**src/rtl/osc_playback.sv**
```systemverilog
// Per-oscillator playback sequencer: advances phase accumulators on each sample tick, drives the
// wave BRAM read addresses, waits out the 2-cycle read latency and captures one sample per
// oscillator. Optional macro PLAYBACK_MUTE_ON_LOAD_EN mutes playback while the loader is busy.
module osc_playback #(
  parameter int unsigned NUM_OSCILLATORS = 4,
  parameter int unsigned SAMPLE_WIDTH    = 16,
  parameter int unsigned WW_WIDTH        = 18,
  parameter int unsigned FRAC_BITS       = 8
) (
  input  logic                                                   clk_in,
  input  logic                                                   rst_in,
  input  logic                                                   sample_tick_in,
  input  logic [WW_WIDTH-1:0]                                    wave_width_in,
  input  logic                                                   loader_busy_in,
  input  logic [NUM_OSCILLATORS-1:0]                             osc_is_on_in,
  input  logic [NUM_OSCILLATORS-1:0][WW_WIDTH+FRAC_BITS-1:0]     osc_step_in,
  output logic [NUM_OSCILLATORS-1:0][WW_WIDTH-1:0]               osc_index_out,
  input  logic [NUM_OSCILLATORS-1:0][SAMPLE_WIDTH-1:0]           osc_data_in,
  output logic [NUM_OSCILLATORS-1:0][SAMPLE_WIDTH-1:0]           osc_sample_out,
  output logic                                                   sample_valid_out,
  output logic                                                   overrun_out
);

  localparam int unsigned P = WW_WIDTH + FRAC_BITS;

  typedef enum logic [1:0] {StIdle, StWait, StCapture} state_e;

  state_e                                        state_q, state_d;
  logic                                          wait_cnt_q, wait_cnt_d;
  logic [NUM_OSCILLATORS-1:0][P-1:0]             phase_q, phase_d;
  logic [NUM_OSCILLATORS-1:0][SAMPLE_WIDTH-1:0]  sample_q, sample_d;
  logic [NUM_OSCILLATORS-1:0]                    on_q, on_d;
  logic                                          zero_q, zero_d;
  logic                                          valid_q, valid_d;
  logic                                          overrun_q, overrun_d;

  logic                                          mute;
  logic [P:0]                                    wave_len;
  logic [NUM_OSCILLATORS-1:0][P:0]               sum;
  logic [NUM_OSCILLATORS-1:0][P:0]               wrapped;
  logic [NUM_OSCILLATORS-1:0][P-1:0]             phase_adv;

`ifdef PLAYBACK_MUTE_ON_LOAD_EN
  assign mute = loader_busy_in;
`else
  logic unused_loader_busy;
  assign unused_loader_busy = loader_busy_in;
  assign mute = 1'b0;
`endif

  assign wave_len = {1'b0, wave_width_in, {FRAC_BITS{1'b0}}};

  // A second wrap still out of range (wave shrank under the phase) restarts at zero.
  always_comb begin
    sum       = '0;
    wrapped   = '0;
    phase_adv = '0;
    for (int i = 0; i < NUM_OSCILLATORS; i++) begin
      sum[i]     = {1'b0, phase_q[i]} + {1'b0, osc_step_in[i]};
      wrapped[i] = (sum[i] >= wave_len) ? sum[i] - wave_len : sum[i];
      if (osc_is_on_in[i] && (wave_width_in != '0) && !mute && (wrapped[i] < wave_len)) begin
        phase_adv[i] = wrapped[i][P-1:0];
      end
    end
  end

  always_comb begin
    state_d    = state_q;
    wait_cnt_d = wait_cnt_q;
    phase_d    = phase_q;
    sample_d   = sample_q;
    on_d       = on_q;
    zero_d     = zero_q;
    valid_d    = 1'b0;
    overrun_d  = overrun_q;

    if (sample_tick_in && (state_q != StIdle)) overrun_d = 1'b1;

    unique case (state_q)
      StIdle: begin
        if (sample_tick_in) begin
          state_d    = StWait;
          wait_cnt_d = 1'b0;
          phase_d    = phase_adv;
          on_d       = osc_is_on_in;
          zero_d     = (wave_width_in == '0) || mute;
        end
      end
      StWait: begin
        if (wait_cnt_q) state_d = StCapture;
        else            wait_cnt_d = 1'b1;
      end
      StCapture: begin
        for (int i = 0; i < NUM_OSCILLATORS; i++) begin
          sample_d[i] = (on_q[i] && !zero_q) ? osc_data_in[i] : '0;
        end
        valid_d = 1'b1;
        state_d = StIdle;
      end
      default: state_d = StIdle;
    endcase
  end

  always_ff @(posedge clk_in) begin
    if (rst_in) begin
      state_q    <= StIdle;
      wait_cnt_q <= 1'b0;
      phase_q    <= '0;
      sample_q   <= '0;
      on_q       <= '0;
      zero_q     <= 1'b0;
      valid_q    <= 1'b0;
      overrun_q  <= 1'b0;
    end else begin
      state_q    <= state_d;
      wait_cnt_q <= wait_cnt_d;
      phase_q    <= phase_d;
      sample_q   <= sample_d;
      on_q       <= on_d;
      zero_q     <= zero_d;
      valid_q    <= valid_d;
      overrun_q  <= overrun_d;
    end
  end

  always_comb begin
    osc_index_out = '0;
    for (int i = 0; i < NUM_OSCILLATORS; i++) begin
      osc_index_out[i] = phase_q[i][P-1:FRAC_BITS];
    end
  end

  assign osc_sample_out   = sample_q;
  assign sample_valid_out = valid_q;
  assign overrun_out      = overrun_q;

endmodule

```
**config.mk**
```make
export PLATFORM = sky130hd
export DESIGN_NAME = osc_playback
export DESIGN_NICKNAME = d
export VERILOG_FILES = /design/src/rtl/osc_playback.sv
export SDC_FILE = /design/constraint.sdc
export NUM_CORES = 1
export LEC_CHECK = 0
export ABC_AREA = 1
export BUFFER_PORTS_ARGS = -buffer_cell sky130_fd_sc_hd__buf_2
export CORE_ASPECT_RATIO = 0.6
export CORE_MARGIN = 2
export CORE_UTILIZATION = 29
export CTS_BUF_LIST = sky130_fd_sc_hd__clkbuf_4 sky130_fd_sc_hd__clkbuf_8 sky130_fd_sc_hd__clkbuf_16
export CTS_CLUSTER_DIAMETER = 30
export DETAILED_ROUTE_END_ITERATION = 16
export GPL_TIMING_DRIVEN = 0
export PLACE_DENSITY = 0.53
export SLEW_MARGIN = 20
export SYNTH_ARGS = -nofsm -noshare
export SYNTH_HDL_FRONTEND = slang
export SYNTH_SLANG_ARGS = --single-unit
```
**constraint.sdc**
```tcl
create_clock -name clk_in -period 6.1 [get_ports clk_in]
set_input_delay 0.915 -clock clk_in [delete_from_list [all_inputs] [get_ports clk_in]]
set_output_delay 0.915 -clock clk_in [all_outputs]
set_load 0.05 [all_outputs]
```
==> results.yml <==
route:
  totalWireLength_um: 80600
  dr.pass1.iters: 7
  via_count: 22198
  ant_nets: 0
  wire_per_inst_um: 18.3
  drc: 0
  vias_per_cell: 5.03
  drt-initial-drc-count: 2043
critical_path:
  crit_start: "osc_step_in[84]"
  ff2ff_path_depth: 33
  cp-end-kind: "register"
  crit_end: "osc_index_out[57]$_SDFFE_PP0P_"
  startpoint_type: "input pin"
  crit_buf_inv: 6
  reg2reg_to: "phase_q[6]$_SDFFE_PP0P_"
  path_class: "in -> reg"
  reg2reg_from: "osc_index_out[13]$_SDFFE_PP0P_"
  cpLargestDelayFamily: "simple AND/OR/NAND/NOR gates"
  crit_required_ps: 6540
  cp_num_cells: 34
  cp_slowest_cell: "ha_1"
  cp_max_fo: 10
  arrival_ps: 6310
  crit_path_max_incr_delay_ps: 400
  reg2reg_slack_ps: 400
global_route:
  grt_pass1_wl_um: 118000
  grt_pass1_vias: 19477
  grt-ovfl-total: 0
  grt_usage_pct: 21.6
  antenna_found_initial: 4
  grt_max_degree: 21
clock_tree:
  clk_pin_slew_ps: 80
  h-tree-depth: 4
  clock_latency_ps: 510
  cts_made_buffers: 17
  cts_num_sinks: 178
  clk_path_buf_depth: 2
  cts_tree: "yes"
  cts_root_buf: "clkbuf_16"
timing:
  finalSetupViolCount: 0
  setup_tns_ps: 0
  skew_ps: 19.9
  maxSlewHeadroom_pct: 18.6
  period_minus_slack_ps: 5870
  tightest_slew_ps: 1220
  hold_viol: 0
  drv_slew: 0
  max_freq_mhz: 170
  period_share_pct: 96.2
  timing.hold.ws_ps: 455
logic_synthesis:
  syn_area_um2: 20100
  synth_nets: 3569
  async_flop_share_pct: 0
  yosysUniqueCellTypes: 51
  synth_seq_cells: 178
  synth_warnings: 0
  synthCells: 3123
  seq_area_frac_synth_pct: 17.7
  synth_ff_type: "dfxtp_1"
  avgSynthCellArea_um2: 6.45
  synth_edf_count: 0
power:
  p_leak_nw: 12.3
  powerDensity_nw_per_um2: 356
  power.total_w: 0.00868
  vdd_drop_max_mv: 0.228
cells_and_area:
  final_common_cell: "nand2_1"
  final_cell_mix: "nand2_1 (680), inv_1 (346), buf_2 (334)"
  diodes: 0
  finalNetCount: 3937
  layout-area-overhead-vs-synth_pct: 21.2
  finalInstanceArea_um2: 24400
  final_cells: 4416
  drive_gt1_share_pct: 19.4
place:
  dp_cells: 4364
  hpwlAfterDp_um: 65300
  gp_congestion: 0.938
  port_buffers: 329
  place_area_um2: 22900
floorplan:
  die_area_um2: 71600
  die_height_um: 208
  core_area_um2: 68300
  die_w_um: 344
  start_util_pct: 29.5
  io_pins: 332
  row_count: 74
run_status:
  status: "completed"
job:
  cap_viol_max_count: 0
worst_hold_path:
  hold_path.class: "reg -> reg"
  min_path_cells: 2
[flip-flops by register name (all words and copies together), names as in the netlist]
signal	count
on_q	4
osc_index_out	72
osc_sample_out	64
overrun_out	1
phase_q	32
sample_valid_out	1
state_q	2
wait_cnt_q	1
zero_q	1
[area by class of cell]
cell class | instances | area [um^2]
Fill cell | 7593 | 43900
Multi-Input combinational cell | 2426 | 14900
Sequential cell | 178 | 3560
Timing Repair Buffer | 349 | 1830
Inverter | 356 | 1340
Tap cell | 912 | 1140
Buffer | 163 | 1030
Clock buffer | 17 | 425
Clock inverter | 15 | 185
[worst min path at each step]
| stage | startpoint | end | slack, ps |
|---|---|---|---|
| 2_1_floorplan | wait_cnt_q$_SDFFE_PP0P_ | state_q[1]$_SDFFE_PP0P_ | 450 |
| 3_3_place_gp | overrun_out$_SDFFE_PP0P_ | overrun_out$_SDFFE_PP0P_ | 440 |
| 3_5_place_dp | overrun_out$_SDFFE_PP0P_ | overrun_out$_SDFFE_PP0P_ | 450 |
| 4_1_cts | overrun_out$_SDFFE_PP0P_ | overrun_out$_SDFFE_PP0P_ | 460 |
| 5_1_grt | overrun_out$_SDFFE_PP0P_ | overrun_out$_SDFFE_PP0P_ | 480 |
| 6_report | overrun_out$_SDFFE_PP0P_ | overrun_out$_SDFFE_PP0P_ | 460 |
[metal layers]
layer	global-route usage (%)	wire length, um	part of all wire [%]	vias up
met4	5.16	1320	1.6	2
met2	27.6	29900	37	758
met3	4.84	6740	8.4	62
li1	-	-	-	11193
met1	34.9	42700	53	10183
met5	0	10	0.012	-
[cell usage after synthesis, drive strengths merged (8+ instances only)]
library cell / instances / area [um^2]
o211ai: 9 / 67.6
xnor2: 65 / 569
a22oi: 64 / 480
o21bai: 15 / 113
a31oi: 13 / 81.3
nor2: 354 / 1420
nand2: 707 / 2690
a21o: 18 / 135
nand4: 156 / 988
ha: 244 / 3050
fa: 8 / 160
nand3: 119 / 691
xor2: 77 / 674
dfxtp: 178 / 3560
nand3b: 8 / 60.1
o21ai: 142 / 711
inv: 355 / 1330
o21a: 24 / 180
a21oi: 335 / 1720
buf: 101 / 759
clkbuf: 62 / 233
nor3: 21 / 105
[power by group]
part | switching (W) | leakage, nW | internal [W]
registers | 0.0000983 | 1.44 | 0.00126
logic | 0.00391 | 10.6 | 0.00223
clock network | 0.000625 | 0.298 | 0.000556
total | 0.00464 | 12.3 | 0.00404
[cell families (layout without fill, tap and decap cells)]
logic type	Yosys count	in the layout	synth area share, %
and+or+nand+nor	1389	1389	30.4
AOI/OAI and AO/OA	643	643	18.2
buffers and inverters	519	900	11.6
adders and majority gates	252	252	16.0
DFF	178	178	17.7
xor gates and xnor gates	142	142	6.18
[worst min-delay path, cell delays in order (launching register included)]
cell and delay [ps]:
dfxtp_1 310, inv_1 40, a21oi_1 60
[stage by stage]
stage	setup WS, ps	util, %
floorplan	651	-
global placement	-1200	33.6
detailed placement	-1190	33.6
CTS	1.48	34.6
global route	-16.8	35.7
finish	231	35.7
[what timing repair did]
item	4_1_cts	5_1_grt
pin swaps	7	30
gates resized for setup	31	161
gates cloned	0	1
hold buffers	0	0
setup endpoints to repair	89	104
setup buffers	4	15
No activity file was read; power rests on OpenSTA's default activity.
